`config.mk`:
```
export PLATFORM = sky130hd
export DESIGN_NAME = fetch_unit
export DESIGN_NICKNAME = d
export VERILOG_FILES = /design/src/rtl/fetch_unit.sv
export SDC_FILE = /design/constraint.sdc
export NUM_CORES = 1
export LEC_CHECK = 0
export CORE_ASPECT_RATIO = 0.75
export CORE_UTILIZATION = 55
export CTS_BUF_LIST = sky130_fd_sc_hd__clkbuf_4 sky130_fd_sc_hd__clkbuf_8 sky130_fd_sc_hd__clkbuf_16
export CTS_CLUSTER_DIAMETER = 40
export DETAILED_ROUTE_END_ITERATION = 8
export PLACE_DENSITY = 0.88
export SLEW_MARGIN = 5
export SYNTH_ARGS = -nofsm -noshare
export SYNTH_HDL_FRONTEND = slang
export SYNTH_SLANG_ARGS = --single-unit
```
`constraint.sdc`:
```
create_clock -name clk -period 5.1 [get_ports clk]
set_input_delay 1.02 -clock clk [delete_from_list [all_inputs] [get_ports clk]]
set_output_delay 1.02 -clock clk [all_outputs]
set_load 0.05 [all_outputs]
```
`src/rtl/fetch_unit.sv`:
```
// Instruction fetch stage: owns the fetch PC, issues single-word reads and buffers them in a prefetch queue.
// Define FETCH_BYPASS_EN to forward a returning word straight to ir when the queue is empty.
module fetch_unit #(
  parameter int ADDR_W   = 7,
  parameter int DATA_W   = 8,
  parameter int RESET_PC = 32,
  parameter int DEPTH    = 2
) (
  input  logic              clk,
  input  logic              rst_n,
  input  logic              start,
  output logic              mem_req,
  output logic [ADDR_W-1:0] mem_addr,
  input  logic              mem_ready,
  input  logic [DATA_W-1:0] mem_rdata,
  output logic [DATA_W-1:0] ir,
  output logic [ADDR_W-1:0] ir_pc,
  output logic              ir_valid,
  input  logic              ir_accept,
  input  logic              redirect,
  input  logic [ADDR_W-1:0] redirect_pc,
  input  logic              halt
);

  localparam int PTR_W = $clog2(DEPTH);
  localparam int CNT_W = PTR_W + 1;

  typedef enum logic [1:0] {IDLE, REQ, DISCARD} state_t;

  state_t             state_q, state_d;
  logic               mem_req_q, mem_req_d;
  logic [ADDR_W-1:0]  mem_addr_q, mem_addr_d;
  logic [ADDR_W-1:0]  fetch_pc_q, fetch_pc_d;
  logic [PTR_W-1:0]   rd_ptr_q, rd_ptr_d;
  logic [PTR_W-1:0]   wr_ptr_q, wr_ptr_d;
  logic [CNT_W-1:0]   count_q, count_d;
  logic [DATA_W-1:0]  slot_data_q [DEPTH];
  logic [ADDR_W-1:0]  slot_pc_q   [DEPTH];

  logic complete, head_valid, bypass_vld, bypass_take, push, pop, can_issue;

  // A completing read that coincides with a redirect is dropped.
  assign complete   = (state_q == REQ) && mem_ready && !redirect;
  assign head_valid = (count_q != '0);

`ifdef FETCH_BYPASS_EN
  assign bypass_vld = complete && !head_valid;
`else
  assign bypass_vld = 1'b0;
`endif

  assign bypass_take = bypass_vld && ir_accept;
  assign push        = complete && !bypass_take;
  assign pop         = head_valid && ir_accept;

  // Space is reserved at issue time, so decide on next-cycle occupancy.
  assign can_issue = start && !halt && (count_d < CNT_W'(DEPTH));

  assign mem_req  = mem_req_q;
  assign mem_addr = mem_addr_q;

  always_comb begin
    ir       = '0;
    ir_pc    = '0;
    ir_valid = 1'b0;
    if (head_valid) begin
      ir       = slot_data_q[rd_ptr_q];
      ir_pc    = slot_pc_q[rd_ptr_q];
      ir_valid = 1'b1;
    end else if (bypass_vld) begin
      ir       = mem_rdata;
      ir_pc    = mem_addr_q;
      ir_valid = 1'b1;
    end
  end

  always_comb begin
    rd_ptr_d = rd_ptr_q;
    wr_ptr_d = wr_ptr_q;
    count_d  = count_q;
    if (redirect) begin
      rd_ptr_d = '0;
      wr_ptr_d = '0;
      count_d  = '0;
    end else begin
      if (push) wr_ptr_d = wr_ptr_q + PTR_W'(1);
      if (pop)  rd_ptr_d = rd_ptr_q + PTR_W'(1);
      count_d = count_q + CNT_W'(push) - CNT_W'(pop);
    end
  end

  always_comb begin
    state_d    = state_q;
    mem_req_d  = mem_req_q;
    mem_addr_d = mem_addr_q;
    fetch_pc_d = fetch_pc_q;
    if (redirect) fetch_pc_d = redirect_pc;
    case (state_q)
      IDLE: begin
        if (can_issue) begin
          state_d    = REQ;
          mem_req_d  = 1'b1;
          mem_addr_d = fetch_pc_d;
        end
      end
      REQ: begin
        if (mem_ready) begin
          if (!redirect) fetch_pc_d = fetch_pc_q + ADDR_W'(1);
          if (can_issue) begin
            state_d    = REQ;
            mem_req_d  = 1'b1;
            mem_addr_d = fetch_pc_d;
          end else begin
            state_d   = IDLE;
            mem_req_d = 1'b0;
          end
        end else if (redirect) begin
          // The request cannot be withdrawn; keep it up and drop its data.
          state_d = DISCARD;
        end
      end
      DISCARD: begin
        if (mem_ready) begin
          state_d   = IDLE;
          mem_req_d = 1'b0;
        end
      end
      default: begin
        state_d   = IDLE;
        mem_req_d = 1'b0;
      end
    endcase
  end

  always_ff @(posedge clk or negedge rst_n) begin
    if (!rst_n) begin
      state_q    <= IDLE;
      mem_req_q  <= 1'b0;
      mem_addr_q <= ADDR_W'(RESET_PC);
      fetch_pc_q <= ADDR_W'(RESET_PC);
      rd_ptr_q   <= '0;
      wr_ptr_q   <= '0;
      count_q    <= '0;
    end else begin
      state_q    <= state_d;
      mem_req_q  <= mem_req_d;
      mem_addr_q <= mem_addr_d;
      fetch_pc_q <= fetch_pc_d;
      rd_ptr_q   <= rd_ptr_d;
      wr_ptr_q   <= wr_ptr_d;
      count_q    <= count_d;
    end
  end

  // Queue storage carries no reset; ir/ir_pc are masked while the queue is empty.
  always_ff @(posedge clk) begin
    if (push) begin
      slot_data_q[wr_ptr_q] <= mem_rdata;
      slot_pc_q[wr_ptr_q]   <= fetch_pc_q;
    end
  end

endmodule

```
==> reports/results.txt, run 1 <==
status -> complete, no violations
sw frac -> 43.0%
Tmin final -> 3500 ps
H-Tree Depth -> 2
post-cts repair resize count -> 0
met1 wire length -> 1990 um
fin nets -> 249
top sig layer -> met4
Crit. Startpoint -> count_q[0]$_DFF_PN0_
share of cells above drive strength 1 -> 10.2%
Routed wire per std cell -> 14.2 um
syn_nets -> 203
Crit Path Max Fanout -> 17
Critical R2R Launch -> count_q[0]$_DFF_PN0_
GPL Wtd Cong -> 0.825
clk buf depth -> 2
drt first-iter violations -> 112
DP HPWL -> 2790 um
Final Util -> 71.1%
first-pass GRT wire length -> 6580 um
reg-to-reg endpoint -> mem_addr[4]$_DFFE_PN0P_
min-delay worst type -> reg2reg
ant diodes -> 0
Mapped Cells -> 178
largest net degree at the start of global routing -> 22
Hold Fails Final Rpt -> 0
Setup crit end kind -> output pin
setup_tns -> 0 ps
CP arrival -> 2480 ps
post-synth cell types -> 32
maximum clock frequency -> 285 MHz
die height -> 58.2 um
vias per cell -> 5.10
Final Max Slew Viols -> 0
CTS sink cnt -> 51
worst-margin pin slew -> 1130 ps
Die Area -> 0.00448 mm^2
pwr dens -> 510 mW/mm^2
Syn Area/Cell -> 13.0 um^2
Synth Register Bits -> 51
post-synthesis sequential area ratio -> 61.7%
clk root buf -> clkbuf_8
global route overflow -> 0
total number of vias -> 1429
peak supply drop -> 0.394 mV
Leak -> 1.06 nW
Comb power frac -> 47.1%
total CTS buffers -> 5
total wire length -> 3960 um
max cap viols -> 0
hold_buf cts -> 0
Clk Latency, worst-skew pair -> 300 ps
Post-CTS Setup Bufs -> 0
Clk pwr share -> 15.4%
CP Class -> reg2out
Core ar. -> 0.00405 mm^2
Reg power frac -> 37.5%
cell area after synthesis -> 0.00232 mm^2
unrepaired setup endpoints after global routing -> no
total number of yosys warnings -> 0
DRC -> 0
number of global-route vias before repair -> 1349
Tot GR Track Use -> 20.1%
IO Pins -> 46
Initial Util -> 57.1%
Fill cells -> 302
Cells after DPL -> 272
Clock Pin Slew Worst Setup and Hold Paths -> 90 ps
Die W -> 76.9 um
Req. time, crit path -> 4080 ps
Relative slew margins -> 24.2%
Setup crit end -> ir_pc[0]
type of origin of the critical path -> register
met2 WL -> 1780 um
remaining antenna violation count after routing -> 0
CTS tree -> done
first-pass detailed-route iteration total -> 4
Pint -> 0.000838 W
Reg2Reg Depth -> 8
setup violators final -> 0
Met3 Wirelength -> 160 um
post-route non-filler standard cell count -> 280
Final Cycle Share -> 68.7%
initial antenna violation count -> 0
worst reg2reg setup slack -> 1990 ps
Net Sw Power -> 0.000633 W
Setup Skew -> 5.14 ps
Port Buffers -> 45
# rows -> 20
layout overhead on the synthesized area -> 24.5%
Yosys cell counts:
cell / n / area share [%]
dfrtp_1: 19 / 21
and3_1: 1 / 0.27
xnor3_2: 1 / 1.0
nand2b_1: 3 / 0.81
nand3_1: 2 / 0.43
edfxtp_1: 30 / 39
o31ai_1: 2 / 0.65
dfstp_2: 2 / 2.3
o21ai_0: 7 / 1.5
buf_6: 3 / 1.5
nor3_1: 2 / 0.43
nor4_1: 1 / 0.27
nand4b_1: 2 / 0.76
nor2b_1: 4 / 1.1
nor4_2: 1 / 0.54
buf_2: 3 / 0.65
buf_4: 1 / 0.32
o2111ai_4: 1 / 1.1
nand2_1: 12 / 1.9
nand4_1: 1 / 0.27
mux2i_1: 25 / 11
ha_1: 3 / 1.6
mux2_2: 6 / 2.9
o211ai_1: 1 / 0.32
nor2_1: 29 / 4.7
nand2_4: 1 / 0.49
inv_1: 3 / 0.49
clkbuf_1: 2 / 0.32
a211o_1: 1 / 0.38
clkinv_1: 1 / 0.16
a21oi_1: 3 / 0.65
xnor2_1: 5 / 1.9
worst max-delay path, stage by stage (launching register included):
cell and delay, ps:
dfrtp_1 390, nor2_1 870, nor2_1 160, clkdlybuf4s50_1 760
metrics by stage:
step           hold slack, ps  total power, W  worst slack, ps  instance area (um^2)
2_1_floorplan             477         0.00105             2000                  2320
3_3_place_gp              464         0.00125             1440                  2790
3_5_place_dp              473         0.00126             1360                  2790
4_1_cts                   494         0.00149             1530                  2880
5_1_grt                   523         0.00155             1350                  2880
6_report                  486         0.00147             1600                  2880
power by group through the flow:
stage / Combinational [W] / Sequential, W / Clock [W]
4_1_cts: 0.000699 / 0.000554 / 0.000233
2_1_floorplan: 0.000413 / 0.000633 / 0
3_3_place_gp: 0.000689 / 0.000562 / 0
6_report: 0.000693 / 0.000552 / 0.000226
3_5_place_dp: 0.000697 / 0.000562 / 0
5_1_grt: 0.000739 / 0.000562 / 0.000251
metal layers:
| metal | GRT usage (%) | vias to the layer above |
|---|---|---|
| met5 | 0 | - |
| met4 | 7.14 | 0 |
| met3 | 6.30 | 4 |
| met2 | 30.0 | 36 |
| met1 | 28.0 | 669 |
| li1 | - | 720 |
logic make-up after synthesis:
group	synth area share (%)
and+or+nand+nor	12.0
DFF	61.7
muxes	13.7
AOI/OAI and AO/OA	4.65
buffers and inverters	3.40
xor gates and xnor gates	2.92
adders and majority gates	1.62
flip-flops by register name, indices dropped and copies added, names as in the netlist:
register,flops
slot_data_q,16
slot_pc_q,14
fetch_pc_q,7
mem_addr,7
count_q,2
state_q,2
mem_req,1
rd_ptr_q,1
wr_ptr_q,1
placed cells by master (no fill, tap or decap), drive strengths merged, types with 3 or more instances in the layout:
master,instances
clkdlybuf4s50,45
edfxtp,30
nor2,29
mux2i,25
dfrtp,19
nand2,13
o21ai,7
mux2,6
xnor2,5
clkbuf,5
nor2b,4
a21oi,3
inv,3
nand2b,3
ha,3
buf,3
how the worst min path moves through the flow:
stage | startpoint | to | slack, ps | cells past startpoint
final | mem_addr[1]$_DFFE_PN0P_ | mem_addr[1]$_DFFE_PN0P_ | 490 | 2
after global routing | mem_addr[6]$_DFFE_PN0P_ | mem_addr[6]$_DFFE_PN0P_ | 520 | 2
after CTS | mem_addr[2]$_DFFE_PN0P_ | mem_addr[2]$_DFFE_PN0P_ | 490 | 2
after detailed placement | mem_addr[1]$_DFFE_PN0P_ | mem_addr[1]$_DFFE_PN0P_ | 470 | 2
after global placement | mem_addr[2]$_DFFE_PN0P_ | mem_addr[2]$_DFFE_PN0P_ | 460 | 2
after floorplan | fetch_pc_q[6]$_DFF_PN0_ | fetch_pc_q[6]$_DFF_PN0_ | 480 | 1
area by class of cell:
cell class	count	area (um^2)	share of cell area, %
Clock buffer	5	68.8	2.39
Clock inverter	3	20.0	0.694
Multi-Input combinational cell	114	808	28.0
Tap cell	55	68.8	2.39
Inverter	4	15.0	0.521
Timing Repair Buffer	48	473	16.4
Sequential cell	51	1430	49.6
Note: power is estimated with default switching activity, not from simulation.
==> run 2, diff against run 1 <==
--- a/config.mk
+++ b/config.mk
@@ -6,11 +6,11 @@
 export NUM_CORES = 1
 export LEC_CHECK = 0
 export CORE_ASPECT_RATIO = 0.75
-export CORE_UTILIZATION = 55
+export CORE_UTILIZATION = 46
 export CTS_BUF_LIST = sky130_fd_sc_hd__clkbuf_4 sky130_fd_sc_hd__clkbuf_8 sky130_fd_sc_hd__clkbuf_16
 export CTS_CLUSTER_DIAMETER = 40
 export DETAILED_ROUTE_END_ITERATION = 8
-export PLACE_DENSITY = 0.88
+export PLACE_DENSITY = 0.79
 export SLEW_MARGIN = 5
 export SYNTH_ARGS = -nofsm -noshare
 export SYNTH_HDL_FRONTEND = slang
==> constraint.sdc (replaced) <==
create_clock -name clk -period 2.91 [get_ports clk]
set_input_delay 0.582 -clock clk [delete_from_list [all_inputs] [get_ports clk]]
set_output_delay 0.582 -clock clk [all_outputs]
set_load 0.05 [all_outputs]
==> reports/results.txt, run 2 (synthesis results as in run 1) <==
ant diodes -> 0
global route overflow -> 0
max FFs per register -> 16
H-Tree Depth -> 2
first-pass detailed-route iteration total -> 6
clk root buf -> clkbuf_8
Core ar. -> 0.00465 mm^2
Most Used Layer, Global Route -> met1
Largest Register -> slot_data_q
min-delay worst type -> reg2reg
status -> finished with violations
Req. time, crit path -> 2330 ps
setup_tns -> 0 ps
Crit Path Max Fanout -> 15
CTS sink cnt -> 51
fin nets -> 255
unrepaired setup endpoints after global routing -> no
Post-CTS Setup Bufs -> 0
layout overhead on the synthesized area -> 26.6%
CP Class -> reg2out
Cells after DPL -> 280
Die Area -> 0.00533 mm^2
clk buf depth -> 2
setup violators final -> 0
initial antenna violation count -> 0
DP HPWL -> 2790 um
top flop regs -> slot_data_q (16), slot_pc_q (14)
Clk Latency, worst-skew pair -> 310 ps
failing checks -> design-rule violations
Leak -> 1.09 nW
most common cell after layout, fill and taps aside -> clkdlybuf4s50_1
grt met3 use -> 4.33%
met2 GRT Util -> 24.9%
Final Cycle Share -> 89.4%
worst-margin pin slew -> 504 ps
pre-CTS setup slack -> 99.8 ps
Relative slew margins -> 66.3%
Tot GR Track Use -> 17.4%
die height -> 63.5 um
most frequent cells in the layout -> clkdlybuf4s50_1 (45), edfxtp_1 (30), nor2_1 (29), mux2i_1 (25), dfrtp_1 (19)
drt first-iter violations -> 70
Design Power -> 0.00262 W
Die W -> 83.9 um
Tmin final -> 2600 ps
pwr dens -> 894 mW/mm^2
DRC -> 10
worst hold slack -> 494 ps
GPL Wtd Cong -> 0.769
maximum clock frequency -> 384 MHz
total wire length -> 4100 um
remaining antenna violation count after routing -> 0
number of global-route vias before repair -> 1438
Clock Pin Slew Worst Setup and Hold Paths -> 90 ps
max cap viols -> 0
Hold Fails Final Rpt -> 0
# rows -> 21
peak supply drop -> 0.501 mV
CP arrival -> 2020 ps
Setup crit end kind -> output pin
final setup margin -> 307 ps
total number of vias -> 1490
Port Buffers -> 45
share of cells above drive strength 1 -> 12.6%
Routed wire per std cell -> 14.2 um
Setup Skew -> 5.60 ps
type of origin of the critical path -> register
Final Max Slew Viols -> 0
GR Util met1 -> 25.1%
CTS tree -> done
post-cts repair resize count -> 0
total CTS buffers -> 5
hold_buf cts -> 0
first-pass GRT wire length -> 6970 um
vias per cell -> 5.17
largest net degree at the start of global routing -> 22
post-route non-filler standard cell count -> 288
IO Pins -> 46
Initial Util -> 49.8%
==> run 2: changes by cell type in the layout (fill, tap and decap cells not counted), sizes merged <==
cell      before  now
buf            3    9
clkbuf         5    6
clkinv         2    3
clkinvlp       2    0
==> run 2: routing by layer <==
layer / vias to the layer above / wire length [um] / share of wire (%)
met1: 696 / 2080 / 51
met3: 7 / 252 / 6.1
met2: 50 / 1700 / 41
met4: 0 / 69 / 1.7
met5: - / 0 / 0
li1: 737 / - / -
==> run 2: layout make-up <==
class                           instances  area, um^2
Sequential cell                        51        1430
Multi-Input combinational cell        114         808
Clock inverter                          2        13.8
Tap cell                               57        71.3
Inverter                                4        15.0
Fill cell                             369        1720
Clock buffer                            6        76.3
Timing Repair Buffer                   54         518
==> run 2: worst paths after layout <==
path / from / end / slack, ps / depth (start not counted)
max: rd_ptr_q$_DFFE_PN0P_ / ir_pc[3] / 310 / 4
min: mem_addr[5]$_DFFE_PN1P_ / mem_addr[5]$_DFFE_PN1P_ / 490 / 2
max reg2reg: state_q[0]$_DFFE_PN0P_ / mem_addr[2]$_DFFE_PN0P_ / 570 / 8
min reg2reg: mem_addr[5]$_DFFE_PN1P_ / mem_addr[5]$_DFFE_PN1P_ / 490 / 2
max in group asynchronous: rst_n / fetch_pc_q[5]$_DFF_PN1_ / 2020 / 2
min in group asynchronous: rst_n / mem_addr[4]$_DFFE_PN0P_ / 610 / 2
==> run 2: critical path, cell delays in order, from the launching register on <==
cell and delay, ps:
dfrtp_1 380, buf_4 280, mux2i_1 120, nor2_1 120, clkdlybuf4s50_1 810
==> run 2: metrics by stage <==
step	utilization [%]	instance area, um^2
after floorplan	-	2320
after global placement	61.1	2840
after detailed placement	61.1	2840
after CTS	63.0	2930
after global routing	63.0	2930
final	63.0	2930
==> run 2: power breakdown <==
part	total [W]	switching, W	leakage (nW)	internal [W]
clock network	0.000408	0.000229	0.0486	0.000179
registers	0.000943	0.0000719	0.527	0.000871
logic	0.00127	0.000816	0.518	0.000452
total	0.00262	0.00112	1.09	0.00150
==> run 3, diff against run 2 <==
--- a/config.mk
+++ b/config.mk
@@ -5,7 +5,7 @@
 export SDC_FILE = /design/constraint.sdc
 export NUM_CORES = 1
 export LEC_CHECK = 0
-export CORE_ASPECT_RATIO = 0.75
+export CORE_ASPECT_RATIO = 0.6
 export CORE_UTILIZATION = 46
 export CTS_BUF_LIST = sky130_fd_sc_hd__clkbuf_4 sky130_fd_sc_hd__clkbuf_8 sky130_fd_sc_hd__clkbuf_16
 export CTS_CLUSTER_DIAMETER = 40
==> reports/results.txt, run 3 (synthesis results as in run 1) <==
Tot GR Track Use -> 16.9%
Leak -> 1.13 nW
status -> complete, no violations
Initial Util -> 49.2%
fin nets -> 257
Tmin final -> 2610 ps
final setup margin -> 298 ps
post-cts repair resize count -> 0
most common cell after layout, fill and taps aside -> clkdlybuf4s50_1
Hold Fails Final Rpt -> 0
Port Buffers -> 45
setup violators final -> 0
IO Pins -> 46
Final Cycle Share -> 89.8%
peak supply drop -> 0.459 mV
CTS sink cnt -> 51
Clock Pin Slew Worst Setup and Hold Paths -> 90 ps
vias per cell -> 4.98
number of global-route vias before repair -> 1401
most frequent cells in the layout -> clkdlybuf4s50_1 (37), edfxtp_1 (30), nor2_1 (29), mux2i_1 (25)
pwr dens -> 909 mW/mm^2
first-pass GRT wire length -> 6880 um
pre-CTS setup slack -> 43.7 ps
worst-margin pin slew -> 504 ps
first-pass detailed-route iteration total -> 4
setup_tns -> 0 ps
max FFs per register -> 16
hold_buf cts -> 0
Relative slew margins -> 66.3%
Setup crit end kind -> output pin
post-route non-filler standard cell count -> 296
Core ar. -> 0.00471 mm^2
GPL Wtd Cong -> 0.744
Setup Skew -> 7.13 ps
clk root buf -> clkbuf_8
total wire length -> 4130 um
type of origin of the critical path -> register
layout overhead on the synthesized area -> 27.7%
Final Util -> 62.8%
DRC -> 0
global route overflow -> 0
Die Area -> 0.00533 mm^2
Largest Register -> slot_data_q
Post-CTS Setup Bufs -> 0
design area -> 0.00296 mm^2
total number of vias -> 1475
maximum clock frequency -> 383 MHz
Cells after DPL -> 288
die height -> 57.0 um
ant diodes -> 0
top flop regs -> slot_data_q (16), slot_pc_q (14)
max cap viols -> 0
Routed wire per std cell -> 14.0 um
dpl cell area -> 0.00284 mm^2
CTS tree -> done
share of cells above drive strength 1 -> 16.7%
Clk Latency, worst-skew pair -> 290 ps
Final Max Slew Viols -> 0
# rows -> 19
largest net degree at the start of global routing -> 22
Req. time, crit path -> 2330 ps
Fill cells -> 388
worst reg2reg setup slack -> 540 ps
DP HPWL -> 2970 um
multi-input logic area -> 808 um^2
CP arrival -> 2030 ps
initial antenna violation count -> 0
clk buf depth -> 2
Crit Path Max Fanout -> 6
min-delay worst type -> reg2reg
remaining antenna violation count after routing -> 0
unrepaired setup endpoints after global routing -> no
drt first-iter violations -> 80
CP Class -> reg2out
Register Area -> 0.00143 mm^2
Die W -> 93.6 um
total CTS buffers -> 5
H-Tree Depth -> 2
==> run 3: cell count changes in the layout (fill, tap and decap cells not counted) <==
cell / previous run / this run
clkbuf_4: 1 / 0
bufinv_16: 0 / 1
clkdlybuf4s50_1: 45 / 37
buf_4: 9 / 19
==> run 3: per-layer routing <==
metal / vias up / global-route usage, % / part of all wire [%]
li1: 737 / - / -
met1: 705 / 25.1 / 51
met2: 31 / 25.5 / 44
met3: 2 / 4.40 / 4.8
met4: 0 / 3.30 / 0.39
met5: - / 0 / 0
==> run 3: layout make-up <==
class | instances | share of cell area (%)
Clock buffer | 5 | 2.33
Clock inverter | 3 | 1.48
Inverter | 4 | 0.508
Multi-Input combinational cell | 114 | 27.3
Sequential cell | 51 | 48.3
Tap cell | 63 | 2.67
Timing Repair Buffer | 56 | 17.4
==> run 3: worst max-delay path: stages, from the launching register on <==
cell and delay (ps):
dfrtp_1 520, buf_4 240, mux2i_1 80, nor2_1 90
clkdlybuf4s50_1 810
==> run 3: final timing paths <==
path,end,start,cells after the start
hold reg to reg,mem_addr[5]$_DFFE_PN1P_,mem_addr[5]$_DFFE_PN1P_,2
min in group asynchronous,count_q[1]$_DFF_PN0_,rst_n,2
setup / recovery,ir[6],rd_ptr_q$_DFFE_PN0P_,4
setup reg to reg,mem_addr[3]$_DFFE_PN0P_,state_q[1]$_DFFE_PN0P_,8
max in group asynchronous,fetch_pc_q[5]$_DFF_PN1_,rst_n,2
hold / removal,mem_addr[5]$_DFFE_PN1P_,mem_addr[5]$_DFFE_PN1P_,2
==> run 3: per-stage QoR <==
step / hold WS, ps / power, W
4_1_cts: 486 / 0.00272
5_1_grt: 520 / 0.00283
2_1_floorplan: 286 / 0.00183
3_3_place_gp: 463 / 0.00222
6_report: 481 / 0.00269
3_5_place_dp: 469 / 0.00223
==> run 3: power by group <==
group | switching (W) | total (W) | internal [W]
logic | 0.000816 | 0.00126 | 0.000447
clock network | 0.000221 | 0.000477 | 0.000256
registers | 0.0000763 | 0.000947 | 0.000871
total | 0.00111 | 0.00269 | 0.00157
